===== config.mk =====
export PLATFORM = sky130hd
export DESIGN_NAME = ram_access_ctrl
export DESIGN_NICKNAME = d
export VERILOG_FILES = /design/src/rtl/ram_ctrl_pkg.sv /design/src/rtl/ram_onehot_dec.sv /design/src/rtl/ram_access_ctrl.sv
export SDC_FILE = /design/constraint.sdc
export NUM_CORES = 1
export LEC_CHECK = 0
export ABC_AREA = 1
export BUFFER_PORTS_ARGS = -buffer_cell sky130_fd_sc_hd__clkbuf_2
export CORE_MARGIN = 2
export CORE_UTILIZATION = 39
export DETAILED_ROUTE_END_ITERATION = 12
export PLACE_DENSITY = 0.73
export REMOVE_ABC_BUFFERS = 1
export SETUP_SLACK_MARGIN = 0.4
export SLEW_MARGIN = 20
export SYNTH_ARGS = -nofsm -noshare
export SYNTH_HDL_FRONTEND = slang
export SYNTH_SLANG_ARGS = --single-unit
export TNS_END_PERCENT = 30

===== constraint.sdc =====
create_clock -name clk -period 1.4 [get_ports clk]
set_clock_uncertainty 0.15 [all_clocks]
set_input_delay 0.28 -clock clk [delete_from_list [all_inputs] [get_ports clk]]
set_output_delay 0.28 -clock clk [all_outputs]
set_load 0.05 [all_outputs]

===== src/rtl/ram_ctrl_pkg.sv =====
// Shared types and default sizes for the RAM access controller and its decoder.
package ram_ctrl_pkg;

    localparam int DATA_W_DEF = 17;
    localparam int DEPTH_DEF  = 16;
    localparam int ADDR_W_DEF = 4;

    typedef enum logic [1:0] {
        IDLE,
        WRITE,
        READ,
        RESP
    } ctrl_state_t;

endpackage


===== src/rtl/ram_onehot_dec.sv =====
// Address to one-hot word select; all-zero select and oor=1 when addr >= DEPTH.
module ram_onehot_dec
    import ram_ctrl_pkg::*;
#(
    parameter int DEPTH  = DEPTH_DEF,
    parameter int ADDR_W = ADDR_W_DEF
) (
    input  logic [ADDR_W-1:0] addr,
    output logic [DEPTH-1:0]  onehot,
    output logic              oor
);

    always_comb begin
        onehot = '0;
        for (int i = 0; i < DEPTH; i++) begin
            if (addr == ADDR_W'(i)) begin
                onehot[i] = 1'b1;
            end
        end
    end

    // An address with no matching word is exactly the out-of-range case.
    assign oor = ~|onehot;

endmodule


===== src/rtl/ram_access_ctrl.sv =====
// Request/response front end for the one-hot-selected RAM word array.
// Optional feature: define RAM_CTRL_PIPE_EN to accept a new request while a response completes.
module ram_access_ctrl
    import ram_ctrl_pkg::*;
#(
    parameter int DATA_W = DATA_W_DEF,
    parameter int DEPTH  = DEPTH_DEF,
    parameter int ADDR_W = ADDR_W_DEF
) (
    input  logic              clk,
    input  logic              rst_n,
    input  logic              req_valid,
    output logic              req_ready,
    input  logic              req_we,
    input  logic [ADDR_W-1:0] req_addr1,
    input  logic [ADDR_W-1:0] req_addr2,
    input  logic [DATA_W-1:0] req_wdata,
    output logic              rsp_valid,
    input  logic              rsp_ready,
    output logic [DATA_W-1:0] rsp_rdata1,
    output logic [DATA_W-1:0] rsp_rdata2,
    output logic              rsp_err,
    output logic [DATA_W-1:0] ram_wd,
    output logic [DEPTH-1:0]  ram_ws,
    output logic [DEPTH-1:0]  ram_rs1,
    output logic [DEPTH-1:0]  ram_rs2,
    input  logic [DATA_W-1:0] ram_rd1,
    input  logic [DATA_W-1:0] ram_rd2
);

    ctrl_state_t       state;
    ctrl_state_t       state_next;
    logic [ADDR_W-1:0] addr1_q;
    logic [ADDR_W-1:0] addr2_q;
    logic [DATA_W-1:0] wdata_q;
    logic [DEPTH-1:0]  dec_ws;
    logic [DEPTH-1:0]  dec_rs1;
    logic [DEPTH-1:0]  dec_rs2;
    logic              oor_ws;
    logic              oor_rs1;
    logic              oor_rs2;
    logic              accept;

    ram_onehot_dec #(.DEPTH(DEPTH), .ADDR_W(ADDR_W)) u_dec_ws (
        .addr   (addr1_q),
        .onehot (dec_ws),
        .oor    (oor_ws)
    );

    ram_onehot_dec #(.DEPTH(DEPTH), .ADDR_W(ADDR_W)) u_dec_rs1 (
        .addr   (addr1_q),
        .onehot (dec_rs1),
        .oor    (oor_rs1)
    );

    ram_onehot_dec #(.DEPTH(DEPTH), .ADDR_W(ADDR_W)) u_dec_rs2 (
        .addr   (addr2_q),
        .onehot (dec_rs2),
        .oor    (oor_rs2)
    );

    always_comb begin
        req_ready = 1'b0;
        if (rst_n) begin
            if (state == IDLE) begin
                req_ready = 1'b1;
            end
`ifdef RAM_CTRL_PIPE_EN
            else if (state == RESP && rsp_ready) begin
                req_ready = 1'b1;
            end
`endif
        end
    end

    assign accept    = req_valid & req_ready;
    assign rsp_valid = rst_n & (state == RESP);

    always_comb begin
        state_next = state;
        case (state)
            IDLE:    if (accept) state_next = req_we ? WRITE : READ;
            WRITE:   state_next = IDLE;
            READ:    state_next = RESP;
            RESP: begin
                if (rsp_ready) begin
                    state_next = accept ? (req_we ? WRITE : READ) : IDLE;
                end
            end
            default: state_next = IDLE;
        endcase
    end

    // Selects are gated by reset so a write caught mid-flight never reaches the array.
    always_comb begin
        ram_ws  = '0;
        ram_rs1 = '0;
        ram_rs2 = '0;
        ram_wd  = '0;
        if (rst_n) begin
            if (state == WRITE) begin
                ram_wd = wdata_q;
                if (!oor_ws) begin
                    ram_ws = dec_ws;
                end
            end
            if (state == READ) begin
                ram_rs1 = dec_rs1;
                ram_rs2 = dec_rs2;
            end
        end
    end

    always_ff @(posedge clk) begin
        if (!rst_n) begin
            state      <= IDLE;
            addr1_q    <= '0;
            addr2_q    <= '0;
            wdata_q    <= '0;
            rsp_rdata1 <= '0;
            rsp_rdata2 <= '0;
            rsp_err    <= 1'b0;
        end else begin
            state <= state_next;
            if (accept) begin
                addr1_q <= req_addr1;
                addr2_q <= req_addr2;
                wdata_q <= req_wdata;
            end
            if (state == READ) begin
                rsp_rdata1 <= oor_rs1 ? '0 : ram_rd1;
                rsp_rdata2 <= oor_rs2 ? '0 : ram_rd2;
                rsp_err    <= oor_rs1 | oor_rs2;
            end
        end
    end

endmodule


==> results of run 1 <==
metal layers:
metal  share of wire (%)  GRT usage [%]  vias up
li1                    -              -     1675
met1                  33           27.5     1715
met2                  51           51.3      213
met3                 8.3           9.51       80
met4                 7.4           18.7        0
met5                   0              0        -
metrics by stage:
stage,hold slack [ns],total power [mW],setup TNS [ns]
floorplan,0.240,2.52,-49.13
global placement,0.272,2.81,-21.63
detailed placement,0.276,2.83,-24.82
CTS,0.0265,4.62,-32.35
global route,0.0221,4.98,-47.29
finish,0.0298,4.79,-37.98
worst max-delay path, stage by stage, from the launching register on:
cell and delay [ns]:
dfxtp_2 0.34, inv_2 0.07, nand2_4 0.06, nor2_8 0.12
buf_12 0.16, nand3_4 0.12, nor2_2 0.31, buf_8 0.20
kinds of logic (layout without fill, tap and decap cells):
group / count (synthesis) / in the layout / synth area share, %
AOI/OAI and AO/OA: 36 / 36 / 6.40
buffers and inverters: 56 / 260 / 9.38
DFF: 62 / 62 / 44.1
other: 0 / 1 / 0
and+or+nand+nor: 257 / 257 / 40.1
layout make-up:
type,count,share of cell area [%]
Timing Repair Buffer,208,40.6
Multi-Input combinational cell,293,28.6
Sequential cell,62,22.3
Inverter,35,2.69
Clock buffer,9,2.20
Tap cell,96,2.14
Clock inverter,7,1.31
Timing Repair inverter,1,0.156
Antenna cell,1,0.0445
registers in the layout, summed over array words and instances (netlist names):
| signal | count |
|---|---|
| rsp_rdata1 | 17 |
| rsp_rdata2 | 17 |
| wdata_q | 17 |
| addr1_q | 4 |
| addr2_q | 4 |
| state | 2 |
| rsp_err | 1 |
power by group through the flow:
stage | sequential [mW] | combinational (mW) | clock [mW]
2_1_floorplan | 2.20 | 0.327 | 0
3_3_place_gp | 1.99 | 0.814 | 0
3_5_place_dp | 2.00 | 0.830 | 0
4_1_cts | 1.97 | 1.03 | 1.61
5_1_grt | 2.02 | 1.25 | 1.72
6_report | 2.00 | 1.18 | 1.61
worst max-delay path by stage:
stage / startpoint / to / slack [ns] / cells after the start
floorplan: state[1]$_SDFFE_PN0P_ / ram_rs2[10] / -1.03 / 4
global placement: rst_n / ram_rs2[10] / -0.31 / 6
detailed placement: rst_n / ram_rs2[9] / -0.35 / 6
CTS: state[0]$_SDFFE_PN0P_ / ram_rs1[4] / -0.52 / 7
global route: addr2_q[3]$_SDFFE_PN0P_ / ram_rs2[9] / -0.80 / 3
finish: state[0]$_SDFFE_PN0P_ / ram_rs2[11] / -0.76 / 7
cells in the mapped netlist:
library cell / instances / area share, %
nor2_1: 130 / 17
nand4_1: 2 / 0.44
dfxtp_1: 62 / 44
nand3_4: 1 / 0.62
buf_8: 1 / 0.53
buf_4: 3 / 0.80
buf_1: 2 / 0.27
buf_6: 2 / 0.80
clkbuf_1: 4 / 0.53
nor2_4: 11 / 4.4
nand2_4: 1 / 0.40
nand2_1: 79 / 11
buf_2: 9 / 1.6
nand3_1: 28 / 5.0
a21oi_1: 2 / 0.36
inv_1: 31 / 4.1
inv_4: 2 / 0.44
o21ai_0: 34 / 6.0
inv_2: 2 / 0.27
nor2_8: 1 / 0.71
nor3_1: 4 / 0.71
timing repair:
| action | 4_1_cts | 5_1_grt |
|---|---|---|
| hold endpoints to repair | 25 | 0 |
| gates cloned | 1 | 0 |
| resized for setup | 244 | 128 |
| setup buffers | 2 | 0 |
| hold buffers | 25 | 0 |
| pin swaps | 3 | 8 |
| setup endpoints to repair | 164 | 164 |
==> reports/qor.csv, run 1 <==
stage,metric,value,unit
logic_synthesis,"Seq/Total Area, Yosys",44.1,%
worst_setup_path,crit start category,flip-flop,
routing,Initial DRC Count,276,
job,number of max-cap violations,0,
place,Place WS,-0.353,ns
pwr,Sw Pwr,1.61,mW
clock_network,clock sink count,62,
place,placed cell areas,3840,µm²
worst_setup_path,WS Path Type,flip-flop to output port,
logic_synthesis,Post-Syn Area,2820,µm²
logic_synthesis,Yosys Warn Count,0,
routing,DRC viols,0,
clock_network,TritonCTS clock tree,done,
floorplanning,die area,7910,µm²
layout,Post-Layout Cell Count,712,
clock_network,CTS HTree Levels,3,
pwr,worst vdd rail ir drop,0.737,mV
floorplanning,core area,6910,µm²
clock_network,Longest Clk Path Bufs,2,
logic_synthesis,Yosys cell types,21,
routing,Avg WL per Cell,18.7,µm
layout,area of the multi-input gates,1610,µm²
layout,Area Overhead vs Synth,99.6,%
clock_network,root buffer cell,clkbuf_8,
layout,layout cells sized above 1,47.2,%
place,DP Cell Count,667,
layout,fin nets,674,
timing,final setup fails,126,
grt,initial antenna violation count,0,
worst_setup_path,reg2reg setup slack,-0.12,ns
layout,Register Area,1250,µm²
pwr,leak pwr,2.46,nW
timing,period utilization,154,%
floorplanning,I/O Pins,166,
min_path,HP Class,input pin to flip-flop,
floorplanning,Die X,89.0,µm
logic_synthesis,Syn Area/Cell,6.85,µm²
worst_setup_path,Reg-to-Reg End,rsp_rdata1[2]$_SDFFE_PN0N_,
timing,Slew Limit Fails,0,
layout,"commonest non-fill, non-tap cells in the layout","85 x nor2_1, 70 x buf_8, 68 x nand2_1",
clock_network,CTS Buf Count,9,
routing,final wirelength,13.3,mm
layout,"most common cell after layout, fill and taps aside",nor2_1,
floorplanning,Row Count,30,
outcome,failing checks,setup timing,
pwr,Clk pwr share,33.6,%
worst_setup_path,CP Max Fanout,6,
pwr,Int Power,3.18,mW
timing,relative slew slack,62.7,%
logic_synthesis,synthesized instance count,411,
grt,largest net degree at the start of global routing,59,
pwr,PD cells,852,nW/µm²
logic_synthesis,synthesized flop and latch total,62,
routing,ANT nets after route,0,
routing,drt pass-1 iters,5,
timing,crit path time final,2.16,ns
floorplanning,Initial Utilization,40.8,%
layout,"Core Util, Final",81.4,%
layout,Final Cell Area,5620,µm²
min_path,end of the worst hold path,rsp_rdata1[3]$_SDFFE_PN0N_,
timing,final hold violation count,0,
timing,unrepaired setup endpoints after global routing,true,
pwr,Comb pwr share,24.6,%
clock_network,worst skew pair latency,0.35,ns
place,number of I/O port buffers,165,
worst_setup_path,Worst setup EP type,output port,
worst_setup_path,Arrival @ worst endpoint,1.73,ns
worst_setup_path,reg-to-reg startpoint,state[0]$_SDFFE_PN0P_,
floorplanning,DIE HEIGHT,89.0,µm
grt,grt total ovfl,0,
routing,Vias,3683,
clock_network,"Reg clk slew, reported paths",0.08,ns
pwr,Seq pwr share,41.8,%
worst_setup_path,Critical Path RT,0.97,ns
timing,final worst slack,-0.763,ns
grt,global-route wire length before repair,17.1,mm
min_path,hold path depth,3,
timing,Worst Tran Pin Value,0.559,ns
grt,vias in the first global route,3534,
grt,GRT Total Usage,28.4,%
timing,Max Freq,462,MHz
place,hpwl dp,5.70,mm
min_path,hold_sp,ram_rd1[3],
pwr,sw frac,33.7,%
layout,Fill cells,406,
routing,Vias/cell,5.17,
outcome,outcome,"complete, but fails checks",
worst_setup_path,R2R depth,6,
place,RD Place Congestion,0.754,
(Power assumes the default switching activity.)
==> inputs of run 2 (changes only) <==
Settings changed: CTS_CLUSTER_DIAMETER from default to 80, MAX_ROUTING_LAYER from default to met4, SLEW_MARGIN 20 to 0.
==> reports/qor.csv, run 2 (synthesis results as in run 1) <==
stage,metric,value,unit,change
worst_setup_path,WS Path Type,flip-flop to output port,,unchanged
clock_network,clock sink count,62,,unchanged
worst_setup_path,Reg-to-Reg End,rsp_rdata1[2]$_SDFFE_PN0N_,,unchanged
outcome,failing checks,setup timing,,unchanged
worst_setup_path,critical-path cell list,inv_2 -> nand2_4 -> nor2_8 -> buf_12 -> nand3_4 -> nor2_2 -> buf_8,,unchanged
routing,drt pass-1 iters,5,,unchanged
clock_network,Longest Clk Path Bufs,2,,unchanged
timing,Setup TNS Final,-38.37,ns,was -37.98 ns
layout,Fill cells,407,,was 406
min_path,hold path depth,3,,unchanged
job,number of max-cap violations,0,,unchanged
layout,layout cells sized above 1,47.2,%,unchanged
worst_setup_path,Critical-path top delay cell,dfxtp_2,,unchanged
timing,final worst slack,-0.754,ns,was -0.763 ns
grt,initial antenna violation count,0,,unchanged
min_path,HP Class,input pin to flip-flop,,unchanged
floorplanning,DIE HEIGHT,89.0,µm,unchanged
outcome,outcome,"complete, but fails checks",,unchanged
routing,DRC viols,0,,unchanged
worst_setup_path,Worst setup EP type,output port,,unchanged
timing,Worst Tran Pin Value,0.553,ns,was 0.559 ns
pwr,total power,4.80,mW,was 4.79 mW
place,RD Place Congestion,0.764,,was 0.754
floorplanning,Initial Utilization,40.8,%,unchanged
min_path,hold_sp,ram_rd1[7],,was ram_rd1[3]
clock_network,CTS HTree Levels,3,,unchanged
timing,Slew Limit Fails,0,,unchanged
timing,unrepaired setup endpoints after global routing,true,,unchanged
timing,WHS,0.0284,ns,was 0.0298 ns
floorplanning,Die X,89.0,µm,unchanged
layout,"commonest non-fill, non-tap cells in the layout","85 x nor2_1, 70 x buf_8, 68 x nand2_1",,unchanged
grt,grt total ovfl,0,,unchanged
grt,GRT Total Usage,29.4,%,was 28.4%
clock_network,CTS Buf Count,9,,unchanged
worst_setup_path,CP Max Fanout,6,,unchanged
routing,Initial DRC Count,338,,was 276
timing,period utilization,154,%,about the same
worst_setup_path,reg2reg setup slack,-0.11,ns,was -0.12 ns
floorplanning,I/O Pins,166,,unchanged
worst_setup_path,R2R depth,6,,unchanged
floorplanning,Row Count,30,,unchanged
floorplanning,core area,6910,µm²,unchanged
clock_network,"Reg clk slew, reported paths",0.08,ns,about the same
place,number of I/O port buffers,165,,unchanged
grt,global-route wire length before repair,17.1,mm,about the same
place,hpwl dp,5.70,mm,unchanged
clock_network,root buffer cell,clkbuf_8,,unchanged
layout,"most common cell after layout, fill and taps aside",nor2_1,,unchanged
timing,crit path time final,2.15,ns,was 2.16 ns
routing,Avg WL per Cell,18.7,µm,about the same
timing,relative slew slack,63.2,%,was 62.7%
pwr,leak pwr,2.46,nW,about the same
pwr,PD cells,855,nW/µm²,was 852 nW/µm²
layout,biggest regs,"rsp_rdata1: 17 flops, rsp_rdata2: 17 flops, wdata_q: 17 flops",,unchanged
clock_network,TritonCTS clock tree,done,,unchanged
layout,n_diodes,0,,was 1
pwr,worst vdd rail ir drop,0.733,mV,was 0.737 mV
routing,final wirelength,13.3,mm,about the same
clock_network,worst skew pair latency,0.35,ns,about the same
floorplanning,die area,7910,µm²,unchanged
grt,vias in the first global route,3526,,"was 3,534"
worst_setup_path,Arrival @ worst endpoint,1.72,ns,was 1.73 ns
grt,largest net degree at the start of global routing,59,,unchanged
worst_setup_path,crit start category,flip-flop,,unchanged
worst_setup_path,worst stage delay on the critical path,0.34,ns,about the same
timing,final hold violation count,0,,unchanged
worst_setup_path,reg-to-reg startpoint,state[0]$_SDFFE_PN0P_,,unchanged
layout,Area Overhead vs Synth,99.6,%,about the same
routing,Vias/cell,5.23,,was 5.17
worst_setup_path,Critical Path RT,0.97,ns,about the same
layout,fin nets,674,,unchanged
routing,Vias,3722,,"was 3,683"
timing,final setup fails,126,,unchanged
min_path,end of the worst hold path,rsp_rdata1[7]$_SDFFE_PN0N_,,was rsp_rdata1[3]$_SDFFE_PN0N_
routing,ANT nets after route,0,,unchanged
timing,Max Freq,464,MHz,was 462 MHz
## run 2: worst max-delay path, delay by kind of cell, from the launching register on
kind                   cells  cell delay (ns)
and+or+nand+nor            4             0.59
DFF                        1             0.34
buffers and inverters      3             0.43
## run 2: through the flow
step / instances / utilization, % / setup WS [ns] / area, µm²
after CTS: 711 / 77.4 / -0.522 / 5350
after floorplan: 390 / - / -1.03 / 2690
after global placement: 667 / 55.5 / -0.313 / 3840
final: 711 / 81.3 / -0.754 / 5620
after global routing: 711 / 81.3 / -0.793 / 5620
after detailed placement: 667 / 55.5 / -0.353 / 3840
## run 2: worst max path at each step
stage                     slack, ns                   from          end
after floorplan               -1.03  state[1]$_SDFFE_PN0P_  ram_rs2[10]
after global placement        -0.31                  rst_n  ram_rs2[10]
after detailed placement      -0.35                  rst_n   ram_rs2[9]
after CTS                     -0.52  state[0]$_SDFFE_PN0P_   ram_rs1[4]
after global routing          -0.79  state[0]$_SDFFE_PN0P_  ram_rs2[14]
final                         -0.75  state[0]$_SDFFE_PN0P_  ram_rs2[14]
## run 2: where the power goes
part / switching, mW / internal (mW) / total [mW]
sequential: 0.116 / 1.89 / 2.00
clock: 0.794 / 0.828 / 1.62
combinational: 0.714 / 0.461 / 1.18
total: 1.62 / 3.18 / 4.80
## run 2: cell type report
class / count / area (µm²) / area share [%]
tap: 96 / 120 / 2.14
timing repair inverter: 1 / 8.76 / 0.156
timing repair buffer: 208 / 2280 / 40.6
inverter: 35 / 151 / 2.69
clock buffer: 9 / 124 / 2.20
clock inverter: 7 / 73.8 / 1.31
multi-input combinational: 293 / 1610 / 28.6
sequential: 62 / 1250 / 22.3
## run 2: what timing repair did
item	4_1_cts	5_1_grt
gates cloned	1	0
setup endpoints to repair	164	164
gates resized for setup	244	128
buffers inserted	2	0
hold buffers	25	0
pin swaps	3	7
hold endpoints to repair	25	0
## run 2: routing by layer
metal	up-vias	global-route usage [%]	routed length (µm)
met5	-	-	0
met4	0	18.5	931
met3	75	9.70	1140
met2	225	51.4	6900
met1	1750	27.7	4330
li1	1672	-	-
==> inputs of run 3 (changes only) <==
Settings changed: ABC_AREA 1 to default, RECOVER_POWER from default to 25.
==> reports/qor.csv, run 3 <==
stage,metric,value,unit,change
outcome,outcome,"complete, but fails checks",,unchanged
outcome,failing checks,setup timing,,unchanged
floorplanning,core area,6870,µm²,was 6910 µm²
logic_synthesis,Yosys cell types,28,,was 21
logic_synthesis,Post-synth top flop,dfxtp_1,,unchanged
min_path,HP Class,input pin to flip-flop,,unchanged
worst_setup_path,reg2reg setup slack,-0.21,ns,was -0.11 ns
worst_setup_path,Worst setup EP type,output port,,unchanged
min_path,end of the worst hold path,rsp_rdata1[2]$_SDFFE_PN0N_,,was rsp_rdata1[7]$_SDFFE_PN0N_
grt,initial antenna violation count,0,,unchanged
logic_synthesis,Post-Syn Area,2800,µm²,was 2820 µm²
place,number of I/O port buffers,165,,unchanged
floorplanning,die area,7860,µm²,was 7910 µm²
floorplanning,DIE HEIGHT,88.7,µm,was 89.0 µm
place,hpwl dp,5.55,mm,was 5.70 mm
routing,Vias/cell,5.31,,was 5.23
grt,global-route wire length before repair,16.3,mm,was 17.1 mm
logic_synthesis,combinational family with the most area after synthesis,simple AND/OR/NAND/NOR gates,,unchanged
routing,Vias,3557,,"was 3,722"
timing,final worst slack,-0.855,ns,was -0.754 ns
worst_setup_path,WS Path Type,flip-flop to output port,,unchanged
timing,Slew Limit Fails,0,,unchanged
job,number of max-cap violations,0,,unchanged
floorplanning,I/O Pins,166,,unchanged
clock_network,worst skew pair latency,0.32,ns,was 0.35 ns
worst_setup_path,Arrival @ worst endpoint,1.82,ns,was 1.72 ns
timing,unrepaired setup endpoints after global routing,true,,unchanged
place,RD Place Congestion,0.711,,was 0.764
timing,Setup TNS Final,-48.43,ns,was -38.37 ns
layout,n_diodes,0,,unchanged
clock_network,TritonCTS clock tree,done,,unchanged
routing,drt pass-1 iters,5,,unchanged
floorplanning,Initial Utilization,40.7,%,was 40.8%
clock_network,CTS HTree Levels,3,,unchanged
place,placed cell areas,3860,µm²,was 3840 µm²
clock_network,Longest Clk Path Bufs,2,,unchanged
worst_setup_path,reg-to-reg startpoint,state[0]$_SDFFE_PN0P_,,unchanged
worst_setup_path,R2R depth,6,,unchanged
grt,largest net degree at the start of global routing,43,,was 59
logic_synthesis,area share of and/or/nand/nor cells after synthesis,35.8,%,was 40.1%
worst_setup_path,critical-path cell list,buf_4 -> nor3b_4 -> nand3_4 -> nor3_2 -> buf_6,,was inv_2 -> nand2_4 -> nor2_8 -> buf_12 -> nand3_4 -> nor2_2 -> buf_8
worst_setup_path,crit start category,flip-flop,,unchanged
timing,relative slew slack,69.4,%,was 63.2%
logic_synthesis,number of synthesized flops with an enable pin,0,,unchanged
routing,Avg WL per Cell,20.1,µm,was 18.7 µm
logic_synthesis,Post-synth ARST share,0,%,unchanged
layout,"Core Util, Final",85.1,%,was 81.3%
timing,WHS,0.00546,ns,was 0.0284 ns
min_path,hold path depth,3,,unchanged
routing,final wirelength,13.5,mm,was 13.3 mm
timing,Max Freq,444,MHz,was 464 MHz
logic_synthesis,share of the synthesized area in the top cell type,44.4,%,was 44.1%
logic_synthesis,synthesized instance count,375,,was 411
timing,crit path time final,2.25,ns,was 2.15 ns
logic_synthesis,"Seq/Total Area, Yosys",44.4,%,was 44.1%
routing,M1 WL,4.78,mm,was 4.33 mm
logic_synthesis,Yosys Warn Count,0,,unchanged
clock_network,"Reg clk slew, reported paths",0.08,ns,about the same
timing,period utilization,161,%,was 154%
layout,fin nets,634,,was 674
grt,grt total ovfl,0,,unchanged
logic_synthesis,synthesized flop and latch total,62,,unchanged
routing,DRC viols,0,,unchanged
logic_synthesis,"top cells by area, synth","dfxtp_1 44%, nand2_1 17%, a21boi_1 8.1%",,"was dfxtp_1 44%, nor2_1 17%, nand2_1 11%"
routing,met2 WL,7.07,mm,was 6.90 mm
routing,Initial DRC Count,220,,was 338
floorplanning,Row Count,30,,unchanged
layout,Final Cell Area,5850,µm²,was 5620 µm²
clock_network,CTS Buf Count,9,,unchanged
layout,area of the multi-input gates,1820,µm²,was 1610 µm²
layout,Area Overhead vs Synth,109,%,was 99.6%
clock_network,root buffer cell,clkbuf_8,,unchanged
logic_synthesis,Syn Area/Cell,7.45,µm²,was 6.85 µm²
layout,"most common cell after layout, fill and taps aside",nand2_1,,was nor2_1
pwr,worst vdd rail ir drop,0.758,mV,was 0.733 mV
worst_setup_path,worst stage delay on the critical path,0.36,ns,was 0.34 ns
worst_setup_path,CP Max Fanout,5,,was 6
pwr,PD cells,768,nW/µm²,was 855 nW/µm²
logic_synthesis,Post-synth top cells,"125 x nand2_1, 62 x dfxtp_1, 37 x nor2_1",,"was 130 x nor2_1, 79 x nand2_1, 62 x dfxtp_1"
timing,Worst Tran Pin Value,0.459,ns,was 0.553 ns
logic_synthesis,XOR/XNOR Fraction of Synth Area,0,%,unchanged
logic_synthesis,Synth Area in Adders,0,%,unchanged
timing,final hold violation count,0,,unchanged
worst_setup_path,Critical-path top delay cell,dfxtp_4,,was dfxtp_2
clock_network,clock sink count,62,,unchanged
logic_synthesis,post-synthesis mux area share,0,%,unchanged
routing,Top Layer Used,met4,,unchanged
grt,GRT Total Usage,27.6,%,was 29.4%
layout,"commonest non-fill, non-tap cells in the layout","117 x nand2_1, 63 x clkbuf_2, 50 x buf_8",,"was 85 x nor2_1, 70 x buf_8, 68 x nand2_1"
min_path,hold_sp,ram_rd1[2],,was ram_rd1[7]
routing,ANT nets after route,0,,unchanged
layout,Register Area,1290,µm²,was 1250 µm²
routing,Routed met3 length,901,µm,was 1.14 mm
logic_synthesis,Synth area leader,dfxtp_1,,unchanged
layout,layout cells sized above 1,58.9,%,was 47.2%
grt,vias in the first global route,3278,,"was 3,526"
layout,biggest regs,"rsp_rdata1: 17 flops, rsp_rdata2: 17 flops, wdata_q: 17 flops",,unchanged
logic_synthesis,most frequent cell after synthesis,nand2_1,,was nor2_1
timing,final setup fails,125,,was 126
worst_setup_path,Reg-to-Reg End,addr1_q[1]$_SDFFE_PN0P_,,was rsp_rdata1[2]$_SDFFE_PN0N_
logic_synthesis,Synth Area in Compound Gates,14.1,%,was 6.40%
worst_setup_path,Critical Path RT,0.97,ns,about the same
pwr,leak pwr,2.42,nW,was 2.46 nW
layout,Fill cells,333,,was 407
floorplanning,Die X,88.7,µm,was 89.0 µm
[run 3: cell types whose count changed after synthesis, moves of 3 or more]
cell / change
a21boi_1: +30
o21ai_0: -9
nor3_1: +8
inv_1: -31
a21boi_0: +6
nand2_1: +46
buf_4: +3
clkbuf_1: +7
nand2b_1: +8
nand3_1: -25
nor2_4: -11
and2_1: +17
nor2_1: -93
[run 3: stage by stage]
stage | cells | setup WS [ns] | power, mW
after CTS | 659 | -0.619 | 4.29
after global routing | 670 | -0.935 | 4.65
after floorplan | 345 | -1.17 | 2.43
after detailed placement | 628 | -0.464 | 2.76
final | 670 | -0.855 | 4.49
after global placement | 628 | -0.413 | 2.74
[run 3: kinds of logic after synthesis]
kind of cell | count (synthesis)
AO/OA/AOI/OAI | 61
AND/OR/NAND/NOR | 222
buffers and inverters | 30
flip-flops | 62
[run 3: how the worst max path moves through the flow]
stage                      end             startpoint  slack (ns)  cells after the start
detailed placement  ram_rs1[1]                  rst_n       -0.46                      5
finish              ram_rs2[8]  state[0]$_SDFFE_PN0P_       -0.85                      5
global route        ram_rs2[8]  state[0]$_SDFFE_PN0P_       -0.94                      5
CTS                 ram_rs1[1]  state[0]$_SDFFE_PN0P_       -0.62                      4
global placement     ram_wd[4]                  rst_n       -0.41                      5
floorplan            ram_ws[4]  state[1]$_SDFFE_PN0P_       -1.17                      3
[run 3: power breakdown]
part	switching, mW	internal, mW
registers	0.124	1.89
clock network	0.681	0.620
logic	0.655	0.521
total	1.46	3.03
[run 3: layout make-up]
| type | count | share of cell area [%] |
|---|---|---|
| timing repair buffer | 213 | 42.1 |
| clock inverter | 5 | 0.471 |
| clock buffer | 10 | 2.18 |
| sequential | 62 | 22.1 |
| multi-input combinational | 284 | 31.1 |
| tap | 96 | 2.05 |
[run 3: critical path, delay by kind of cell (launching register included)]
family	cells	cell delay, ns
and+or+nand+nor	3	0.80
buffers and inverters	2	0.34
DFF	1	0.36
[run 3: per-layer routing]
layer	global-route usage [%]	vias up
met3	5.97	63
met5	-	-
met1	29.0	1679
met2	50.2	211
met4	10.1	0
li1	-	1604
[run 3: timing repair]
action	4_1_cts	5_1_grt
setup endpoints to repair	164	164
pin swaps	48	32
buffers inserted	2	10
cloned	1	1
hold endpoints to repair	13	0
hold buffers	13	0
resized for setup	309	152
